File: src/rtl/conv_result_writer.sv
// conv_result_writer
//   Write-back stage for the 3x3 convolution datapath. Each convolution
//   result arrives with a one-cycle res_valid pulse. It is divided by the
//   kernel gain (right shift by SHIFT), saturated to 8 bits and written to
//   the output block memory at BASE_ADDR + pixel index. A start pulse arms
//   one frame of NUM_PIX pixels. After the last write, frame_done is pulsed.
//
//   Build option: define CONV_WR_ROUND_EN for round-half-up normalisation.
//   When it is undefined, the result is truncated.
//
// Ports
//   clk, rst     rising-edge clock, asynchronous active-high reset
//   start        one-cycle pulse, arms a frame (honoured in IDLE only)
//   res_valid    one-cycle pulse qualifying result
//   result       RES_W-bit unsigned convolution sum
//   wr_en        memory write strobe (one cycle per accepted result)
//   wr_addr      memory write address (wraps modulo 2^ADDR_W)
//   wr_data      normalised, saturated pixel
//   busy         high in ARMED and FLUSH
//   frame_done   one-cycle pulse, the cycle after the last write
//   err          sticky: res_valid seen while not armed; cleared by start
module conv_result_writer #(
  parameter int NUM_PIX   = 15876,
  parameter int BASE_ADDR = 0,
  parameter int ADDR_W    = 15,
  parameter int RES_W     = 20,
  parameter int SHIFT     = 4
) (
  input  logic              clk,
  input  logic              rst,
  input  logic              start,
  input  logic              res_valid,
  input  logic [RES_W-1:0]  result,
  output logic              wr_en,
  output logic [ADDR_W-1:0] wr_addr,
  output logic [7:0]        wr_data,
  output logic              busy,
  output logic              frame_done,
  output logic              err
);

  typedef enum logic [1:0] {IDLE, ARMED, FLUSH, DONE} state_t;

  localparam logic [ADDR_W-1:0] LAST = ADDR_W'(NUM_PIX - 1);
  localparam logic [ADDR_W-1:0] BASE = ADDR_W'(BASE_ADDR);

  state_t            state;
  logic [ADDR_W-1:0] cnt;
  logic [7:0]        pix;

  // Normalisation. In rounding mode the half-LSB is added one bit wider
  // than the result, so a full-scale input cannot wrap to a small value.
`ifdef CONV_WR_ROUND_EN
  localparam int VW = RES_W + 1;
  localparam logic [RES_W:0] HALF = (RES_W+1)'(1) << (SHIFT - 1);
  logic [VW-1:0] sum;
  logic [VW-1:0] v;
  assign sum = {1'b0, result} + HALF;
  assign v   = sum >> SHIFT;
`else
  localparam int VW = RES_W;
  logic [VW-1:0] v;
  assign v = result >> SHIFT;
`endif

  assign pix = (v > VW'(255)) ? 8'hFF : v[7:0];

  always_ff @(posedge clk or posedge rst) begin
    if (rst) begin
      state      <= IDLE;
      cnt        <= '0;
      wr_en      <= 1'b0;
      wr_addr    <= '0;
      wr_data    <= '0;
      busy       <= 1'b0;
      frame_done <= 1'b0;
      err        <= 1'b0;
    end else begin
      wr_en      <= 1'b0;
      frame_done <= 1'b0;
      case (state)
        IDLE: begin
          if (start) begin
            state <= ARMED;
            cnt   <= '0;
            busy  <= 1'b1;
            // A result arriving in the same cycle as start is dropped and
            // still flagged, so err is set rather than cleared.
            err   <= res_valid;
          end else if (res_valid) begin
            err <= 1'b1;
          end
        end
        ARMED: begin
          // A start pulse here is ignored on purpose. The frame is neither
          // restarted nor extended.
          if (res_valid) begin
            wr_en   <= 1'b1;
            wr_addr <= BASE + cnt;
            wr_data <= pix;
            if (cnt == LAST) state <= FLUSH;
            else             cnt   <= cnt + ADDR_W'(1);
          end
        end
        FLUSH: begin
          state      <= DONE;
          busy       <= 1'b0;
          frame_done <= 1'b1;
          if (res_valid) err <= 1'b1;
        end
        DONE: begin
          state <= IDLE;
          if (res_valid) err <= 1'b1;
        end
        default: state <= IDLE;
      endcase
    end
  end

endmodule

File: config.mk
export PLATFORM = sky130hd
export DESIGN_NAME = conv_result_writer
export DESIGN_NICKNAME = d
export VERILOG_FILES = /design/src/rtl/conv_result_writer.sv
export SDC_FILE = /design/constraint.sdc
export NUM_CORES = 1
export LEC_CHECK = 0
export CAP_MARGIN = 10
export CORE_MARGIN = 5
export CORE_UTILIZATION = 53
export DETAILED_ROUTE_END_ITERATION = 12
export PLACE_DENSITY = 0.88
export SLEW_MARGIN = 20
export SYNTH_ARGS = -nofsm -noshare
export SYNTH_HDL_FRONTEND = slang
export SYNTH_SLANG_ARGS = --single-unit
File: constraint.sdc
create_clock -name clk -period 4.05 [get_ports clk]
set_input_delay 0.81 -clock clk [delete_from_list [all_inputs] [get_ports clk]]
set_output_delay 0.81 -clock clk [all_outputs]
set_load 0.01 [all_outputs]
# == Word-level counts from Yosys, hierarchy flattened ==
# Index checks and enable logic that the tools add are counted.
# totals
wordCells,44
in_bits,24
output_inout_bits,27
ff_bits,44
# classes
n_reduce_logical,9
add_sub_neg,1
mux,17
eq_ne,8
order_cmp,1
# ops
operator,count
$mux 15,3
$pmux 15 s2,1
$gt 16x8->1 const B,1
$add 15x1->15 const B,1
$eq 15x14->1 const B,1
$mux 8,1
$ne 2x2->1 const B,4
$pmux 2 s4,1
$mux 1,6
$mux 2,3
$reduce_bool 2->1,3
$eq 2x2->1 const B,2
$pmux 1 s2,2
$reduce_and 2->1,2
$reduce_and 4->1,1
$reduce_and 3->1,1
$eq 2x1->1 const B,1
$logic_not 2->1,1
$reduce_or 2->1,1

# == Longest topological paths before layout ==
# depth
ltp_word,4
mapped_depth,9
depth_no_buf,7

# == Worst setup path before layout ==
# Ideal clock, no wire load.
# synth_timing
path_kind,in2reg
startpoint,input port res_valid
endpoint,register cnt[6]
arrival_time_ns,1.947
slack_ns,1.992
path_buffers,1
setup_ns,0.110
path_stages,6
path_cell_list,nand2_4 inv_2 o21ai_1 or3_1 buf_4 o41ai_1
# synth_between
elab_chain_cells,2
# synth_rtl
element,line_no,rtl
from (decl),32,"input logic res_valid,"
$ne 2x2->1 (no line),-,
$reduce_and 4->1 (no line),-,
to (signal assigned),102,else cnt <= cnt + ADDR_W'(1);
to (decl),48,logic [ADDR_W-1:0] cnt;
# No other way between the ends.
# A chain may end at the register's enable or synchronous reset.

# == Worst setup path in the final report ==
# layout_timing
startpoint,register state[1]
endpoint,register cnt[9]
# layout_between
elab_chain_cells,3
# layout_rtl
element,line_no,rtl
from (decl),47,state_t state;
from (signal assigned),70,state <= IDLE;
from (signal assigned),84,state <= ARMED;
from (signal assigned),101,if (cnt == LAST) state <= FLUSH;
$eq 2x1->1 or $logic_not 2->1 (tied branches),81,case (state)
$ne 2x2->1 (no line) or $reduce_bool 2->1 (tied branches),-,
$reduce_and 4->1 (no line),-,
# Several ways; a longest one is shown, not always the timed one.

==> results.json <==
{
  "place_area_sq_um": 2608,
  "die_area_sq_um": 5358,
  "worst_setup_path_start_kind": "flip-flop",
  "routed_wl_microns": 4848,
  "start_util": 0.5370,
  "synth-edff-count": 0,
  "power_density_nw_per_um2": 387.6,
  "io_pins": 51,
  "io_buffers": 46,
  "first_global_vias": 1753,
  "drt-pass1-iter-count": 5,
  "crit_path_max_fanout": 18,
  "cts_buffer_depth": 2,
  "rrSetupSlack_ns": 1.40,
  "ant_nets": 0,
  "outcome": "complete, no violations",
  "grt_setup_unrepaired": "false",
  "ys_warn_count": 0,
  "critPathRequiredTime_ns": 4.24,
  "grt_pass1_wl_microns": 8542,
  "ir_worst_vdd_mv": 0.2409,
  "numClockSinks": 44,
  "synth_top_cells_by_area": "dfrtp_1, nand2_1, o31ai_1",
  "h-tree-depth": 2,
  "syn_inst": 211,
  "clk_latency_ns": 0.30,
  "hold_buffers": 0,
  "num_vias": 1806,
  "die_x_microns": 73.20,
  "avgRoutedWirePerCell_microns": 15.74,
  "antenna_cells": 0,
  "synth_cell_types": 42,
  "p_leak_nw": 1.165,
  "tightest_slew_ns": 0.6543,
  "cts-resized-gates": 0,
  "clkTransAtPathRegs_ns": 0.08,
  "slew_headroom": 0.5638,
  "min_path_type": "reg2reg",
  "ys_ff_latch": 44,
  "fmax_ghz": 0.3779,
  "cts_tree": "built",
  "cp-end-kind": "flip-flop",
  "maxSlewViolCount": 0,
  "cts_made_buffers": 5,
  "dieHeight_microns": 73.20,
  "layout-drive-gt1-share": 0.07752,
  "critical_path_class": "reg2reg",
  "vias_per_cell": 5.864,
  "syn_area_sq_um": 2117,
  "grt_max_degree": 45,
  "synth_top_area_frac": 0.5201,
  "synth_seq_area_share": 0.5201,
  "drv_cap": 0,
  "hold_viol": 0,
  "gr-total-overflow": 0,
  "tns_ns": 0,
  "critPathArrivalTime_ns": 2.84,
  "fin_crit_ns": 2.646,
  "synth.most_common_cell": "nand2_1",
  "yosysTopAreaCell": "dfrtp_1",
  "synth.avg_cell_area_sq_um": 10.03,
  "synth-async-reset-ratio": 1.000,
  "root_buffer": "clkbuf_8",
  "drtIter0Drc": 208,
  "synth_common_cells": "nand2_1, dfrtp_1, o31ai_1, o21ai_0",
  "finalSetupViolCount": 0,
  "synth_fp_nets": 241,
  "antenna_found_initial": 0,
  "core_sq_um": 3943,
  "hpwl_microns": 3428,
  "ys.flop_type": "dfrtp_1",
  "gp_congestion": 0.8531,
  "fin_worst_skew_ns": 0.004672,
  "fin_crit_sh": 0.6533,
  "route.detailed.drc": 0,
  "track_usage": 0.2113,
  "finalPower_mw": 1.052,
  "finalNetCount": 287,
  "area_delta_synth_final_pct": 28.25,
  "postCtsSetupBuffers": 0,
  "fin_area_sq_um": 2715,
  "fp-row-count": 23
}
## cell families after synthesis
kind of cell / count (synthesis) / synth area share
fa+ha+maj: 6 / 0.03546
buf+inv: 20 / 0.04551
simple gates: 88 / 0.2116
mux: 2 / 0.01005
compound gates: 51 / 0.1773
flops: 44 / 0.5201
## worst paths after layout
path / cells after the start / to / start
worst min register to register: 2 / wr_addr[2]$_DFFE_PP0P_ / wr_addr[2]$_DFFE_PP0P_
max in group asynchronous: 3 / wr_addr[7]$_DFFE_PP0P_ / rst
worst min-delay path: 2 / wr_addr[2]$_DFFE_PP0P_ / wr_addr[2]$_DFFE_PP0P_
worst max register to register: 7 / cnt[9]$_DFFE_PP0P_ / state[1]$_DFFE_PP0P_
min in group asynchronous: 3 / wr_data[6]$_DFFE_PP0P_ / rst
worst max-delay path: 7 / cnt[9]$_DFFE_PP0P_ / state[1]$_DFFE_PP0P_
## registers in the layout (all words and copies together) (netlist names)
name,cells
state,2
frame_done,1
busy,1
wr_addr,15
err,1
wr_data,8
wr_en,1
cnt,15
## placed cells by master (no fill, tap or decap), types with 5 or more instances in the layout
master and n:
clkbuf_8 5, clkdlybuf4s50_1 46, dfrtp_1 44, ha_1 6, inv_1 7, nand2_1 49
nand3_1 7, o21ai_0 10, o22a_1 8, o31ai_1 13
## critical path, cell delays in order, from the launching register on
cell and delay (ns):
dfrtp_1 0.42, inv_1 0.12, ha_1 0.59, nand2_4 0.28, inv_2 0.12, o21ai_1 0.09, or3_1 0.54, o41ai_1 0.39
## cell type report
| type | instances | area [sq um] |
|---|---|---|
| clock buffer | 6 | 72.57 |
| clock inverter | 2 | 35.03 |
| timing repair buffer | 50 | 490.5 |
| inverter | 9 | 33.78 |
| tap | 50 | 62.56 |
| multi-input combinational | 147 | 919.6 |
| fill | 285 | 1227 |
| sequential | 44 | 1101 |
## power breakdown
part	switching (mW)	internal [mW]
combinational	0.0837	0.0962
clock	0.146	0.183
sequential	0.0585	0.485
## routing by layer
| layer | vias to the layer above | share of wire | global-route usage |
|---|---|---|---|
| met5 | - | 0 | 0 |
| met2 | 55 | 0.51 | 0.3357 |
| met4 | 0 | 0.025 | 0.08197 |
| met1 | 885 | 0.41 | 0.2768 |
| li1 | 854 | - | - |
| met3 | 12 | 0.057 | 0.05372 |
## metrics by stage
stage	hold slack (ns)	util	setup slack (ns)	instances
final	0.4753	0.6887	1.404	308
after CTS	0.4818	0.6887	1.401	308
after detailed placement	0.4624	0.6614	1.253	300
after global routing	0.5155	0.6887	1.191	308
after floorplan	0.4757	-	1.992	211
after global placement	0.4582	0.6614	1.278	300
No activity file was read; power rests on OpenSTA's default activity.
